==> config.mk <==
export PLATFORM = sky130hd
export DESIGN_NAME = seqmul_shift_add
export DESIGN_NICKNAME = d
export VERILOG_FILES = /design/src/rtl/seqmul_pkg.sv /design/src/rtl/seqmul_step.sv /design/src/rtl/seqmul_shift_add.sv
export SDC_FILE = /design/constraint.sdc
export NUM_CORES = 1
export LEC_CHECK = 0
export BUFFER_PORTS_ARGS = -buffer_cell sky130_fd_sc_hd__buf_4
export CAP_MARGIN = 20
export CORE_ASPECT_RATIO = 0.6
export CORE_MARGIN = 3
export CORE_UTILIZATION = 55
export CTS_CLUSTER_SIZE = 10
export DETAILED_ROUTE_END_ITERATION = 16
export PLACE_DENSITY = 0.88
export SYNTH_ARGS = -nofsm -noshare
export SYNTH_HDL_FRONTEND = slang
export SYNTH_HIERARCHICAL = 1
export SYNTH_SLANG_ARGS = --single-unit
export TNS_END_PERCENT = 100
==> constraint.sdc <==
create_clock -name CK -period 2.6 [get_ports CK]
set_input_delay 0.39 -clock CK [delete_from_list [all_inputs] [get_ports CK]]
set_output_delay 0.39 -clock CK [all_outputs]
set_load 0.005 [all_outputs]
==> src/rtl/seqmul_pkg.sv <==
// Shared types and constants for the sequential shift-add multiplier.
package seqmul_pkg;

    typedef enum logic [1:0] {
        IDLE = 2'd0,
        RUN  = 2'd1,
        DONE = 2'd2
    } state_t;

    // Constant-evaluable ceiling log2, used to size the step counter.
    function automatic int clog2(input int value);
        int r;
        r = 0;
        while ((1 << r) < value) r = r + 1;
        return r;
    endfunction

    localparam state_t RST_STATE = IDLE;
    localparam logic   RST_READY = 1'b1;
    localparam logic   RST_BUSY  = 1'b0;
    localparam logic   RST_DONE  = 1'b0;

endpackage

==> src/rtl/seqmul_step.sv <==
// One shift-add step: add (or subtract on the signed final step) M into ACC,
// then shift {sum, Q} right by one with the adder's top bit entering the MSB.
module seqmul_step #(
    parameter int W = 4
) (
    input  logic [W-1:0] m,
    input  logic [W-1:0] acc,
    input  logic [W-1:0] q,
    input  logic         last,
    input  logic         sgn,
    output logic [W-1:0] acc_next,
    output logic [W-1:0] q_next
);

    logic [W:0] ext_m;
    logic [W:0] ext_acc;
    logic [W:0] addend;
    logic [W:0] sum;

    // The W+1-bit sum holds the unsigned carry or the true signed sign bit,
    // so one shift serves both modes.
    always_comb begin
        ext_m    = {sgn & m[W-1], m};
        ext_acc  = {sgn & acc[W-1], acc};
        addend   = q[0] ? ext_m : '0;
        sum      = (sgn && last) ? (ext_acc - addend) : (ext_acc + addend);
        acc_next = sum[W:1];
        q_next   = {sum[0], q[W-1:1]};
    end

endmodule

==> src/rtl/seqmul_shift_add.sv <==
// Sequential W x W shift-add multiplier with START/READY/DONE handshake.
// Defining SEQMUL_SIGNED_EN adds the SGN input for two's-complement operands.
module seqmul_shift_add
    import seqmul_pkg::*;
#(
    parameter int W = 4
) (
    input  logic           CK,
    input  logic           RN,
    input  logic           START,
`ifdef SEQMUL_SIGNED_EN
    input  logic           SGN,
`endif
    input  logic [W-1:0]   A,
    input  logic [W-1:0]   B,
    output logic           READY,
    output logic           BUSY,
    output logic           DONE,
    output logic [2*W-1:0] P
);

    localparam int CW = clog2(W + 1);

    state_t        state;
    logic [W-1:0]  m;
    logic [W-1:0]  acc;
    logic [W-1:0]  q;
    logic [CW-1:0] cnt;
    logic          sgn_r;
    logic          last;
    logic [W-1:0]  acc_next;
    logic [W-1:0]  q_next;
    logic          sgn_in;

`ifdef SEQMUL_SIGNED_EN
    assign sgn_in = SGN;
`else
    assign sgn_in = 1'b0;
`endif

    assign last = (cnt == CW'(W - 1));

    seqmul_step #(.W(W)) u_step (
        .m        (m),
        .acc      (acc),
        .q        (q),
        .last     (last),
        .sgn      (sgn_r),
        .acc_next (acc_next),
        .q_next   (q_next)
    );

    // READY/BUSY/DONE are registered alongside the state they describe.
    always_ff @(posedge CK) begin
        if (!RN) begin
            state <= RST_STATE;
            m     <= '0;
            acc   <= '0;
            q     <= '0;
            cnt   <= '0;
            sgn_r <= 1'b0;
            P     <= '0;
            READY <= RST_READY;
            BUSY  <= RST_BUSY;
            DONE  <= RST_DONE;
        end else begin
            case (state)
                seqmul_pkg::IDLE, seqmul_pkg::DONE: begin
                    DONE <= 1'b0;
                    if (START) begin
                        m     <= A;
                        q     <= B;
                        acc   <= '0;
                        cnt   <= '0;
                        sgn_r <= sgn_in;
                        state <= seqmul_pkg::RUN;
                        READY <= 1'b0;
                        BUSY  <= 1'b1;
                    end else begin
                        state <= seqmul_pkg::IDLE;
                        READY <= 1'b1;
                        BUSY  <= 1'b0;
                    end
                end
                seqmul_pkg::RUN: begin
                    acc <= acc_next;
                    q   <= q_next;
                    cnt <= cnt + CW'(1);
                    if (last) begin
                        P     <= {acc_next, q_next};
                        state <= seqmul_pkg::DONE;
                        READY <= 1'b1;
                        BUSY  <= 1'b0;
                        DONE  <= 1'b1;
                    end
                end
                default: begin
                    state <= seqmul_pkg::IDLE;
                    READY <= 1'b1;
                    BUSY  <= 1'b0;
                    DONE  <= 1'b0;
                end
            endcase
        end
    end

endmodule

==> out/qor.txt <==
initial antenna violation count: 0
Sum Neg Setup Slack: 0 ns
RSZ-0062 raised after global routing: no
Slew HR: 0.452
vias in the first global route: 1,137
top cell type's share of synthesized area: 0.386
Initial DRC Count: 87
# hold bufs at CTS: 0
Tcrit/Tclk final: 0.934
Post-CTS Setup Bufs: 0
Crit Path Max Fanout: 7
number of synthesized flops with an enable pin: 0
Worst EP required: 2.82 ns
Final Non-Filler Cells: 212
Die Span Y: 45.8 microns
Syn Std Cell Area: 1450 sq um
Setup CP Type: reg2reg
first-pass GRT wire length: 5.19 mm
fin worst setup slack: 0.172 ns
# rows: 13
Power Dens Cells: 593 nW/um^2
diode count: 0
Main synth FF type: dfxtp_1
Overall Global Routing Usage: 0.211
area leader, netlist: dfxtp_1
crit path time final: 2.43 ns
Layout Skew: 0.00676 ns
Critical Path AT: 2.64 ns
Post-synth top cells: nand2_1, dfxtp_1, nand3_1
Unique masters post-synth: 37
clock sink count: 28
DR pass1 iterations: 4
overall power: 971 uW
Max Cap Violations: 0
FF+latch count, synth: 28
max-slew violation count: 0
DP HPWL: 2.18 mm
top-count cell post-synth: nand2_1
clock root buffer: clkbuf_8
Pleak: 0.656 nW
Critical Path Start Type: register
Final Hold Fails: 0
core area: 2330 sq um
worst hold path class: in2reg
clk buf depth: 2
Placed Cells: 208
vias post-DR: 1,191
Setup-failing EPs final: 0
ys async rst share: 0
drt wl/cell: 14.5 microns
Tightest Pin Transition: 0.821 ns
total gr overflow: 0
layout cells sized above 1: 0.187
die width: 72.3 microns
Post-DRT Antenna Nets: 0
Synth area leaders: dfxtp_1, nand2_1, ha_1
pre-CTS setup slack: 0.178 ns
Die Area: 3310 sq um
sequential area share after synthesis: 0.386
Synth Warn #: 6
DRC violations left: 0
Crit. End Element: register
CTS Buf Count: 3
Initial Util: 0.624
clock-pin slew of the registers on the worst-case setup and hold paths: 0.10 ns
Top Ports: 22
DR vias/cell: 5.62
f_max: 412 MHz
CTS tree: built
synthesis-to-layout area growth: 12.7%
Post-Route WL: 3.08 mm
Clk Latency, worst-skew pair: 0.28 ns
largest net degree at the start of global routing: 29
# H-tree levels: 1
Nets: 203
IO Port Bufs: 21
status: complete, no violations
peak supply drop: 0.000325 V
Syn Area/Cell: 8.69 sq um
Post-Syn Instances: 167
routability cong.: 0.917
==> worst max-delay path, stage by stage (launching register included) <==
cell	delay (ns)
dfxtp_2	0.41
nand2_1	0.11
ha_1	0.26
a21oi_2	0.20
xor2_1	0.17
ha_1	0.28
a21o_1	0.21
a21oi_2	0.14
xor2_1	0.10
xnor2_1	0.26
nand3_2	0.09
a21boi_1	0.14
==> kinds of logic (layout without fill, tap and decap cells) <==
kind of cell,Yosys count,count (layout),synth area share
mux,1,1,0.00690
compound gates,39,39,0.193
other cells,1,4,0.00258
simple gates,65,65,0.211
xor+xnor,6,6,0.0362
buf+inv,18,30,0.0810
flops,28,28,0.386
fa+ha+maj,9,9,0.0828
==> path summary, 6_finish.rpt <==
check             from    to  slack [ns]  cells after the start
setup / recovery  q[0]  P[7]        0.17                     11
hold / removal    A[1]  m[1]        0.36                      3
setup reg to reg  q[0]  P[7]        0.17                     11
hold reg to reg   P[1]  P[1]        0.47                      2
==> stage by stage <==
stage	cell area, sq um	utilization	hold WS [ns]
after global placement	1560	0.670	0.444
after detailed placement	1560	0.670	0.454
after global routing	1640	0.703	0.370
after floorplan	1460	-	0.447
after CTS	1630	0.701	0.357
final	1640	0.703	0.362
==> sequential cells by signal (all words and copies together), names as in the netlist <==
name and cells:
q 4, m 4, cnt 3, BUSY 1, READY 1, state 2
DONE 1, P 8, acc 4
==> layer usage <==
metal,vias to the layer above,track usage,part of all wire
li1,586,-,-
met1,552,0.254,0.45
met4,0,0.0674,0.018
met3,6,0.0639,0.068
met2,47,0.367,0.47
met5,-,0,0
==> power breakdown <==
group	total (mW)	leakage, nW	switching [mW]	internal (mW)
Sequential	0.467	0.229	0.0182	0.449
Combinational	0.156	0.392	0.0875	0.0689
Clock	0.347	0.0357	0.141	0.206
==> layout by cell type (no fill, tap or decap), types with 4 or more instances in the layout <==
cell      netlist  routed
nand3_1        10      10
a21boi_1        7       7
buf_4           7      21
dfxtp_1        28      27
nor2_1          5       5
a21boi_0        9       9
a31oi_1         4       4
nand2_1        36      36
inv_1           5       5
ha_1            8       8
conb_1          1       4
==> area by class of cell <==
type / instances / area, sq um
fill: 173 / 691
clock buffer: 3 / 41.3
timing repair buffer: 21 / 158
clock inverter: 1 / 30.0
inverter: 5 / 18.8
sequential: 28 / 562
tap: 30 / 37.5
multi-input combinational: 124 / 788
==> timing repair <==
item | CTS | global route
endpoints found under the hold margin | 0 | 0
gates resized for setup | 0 | 2
setup endpoints to repair | 0 | 2
(Power assumes the default switching activity.)
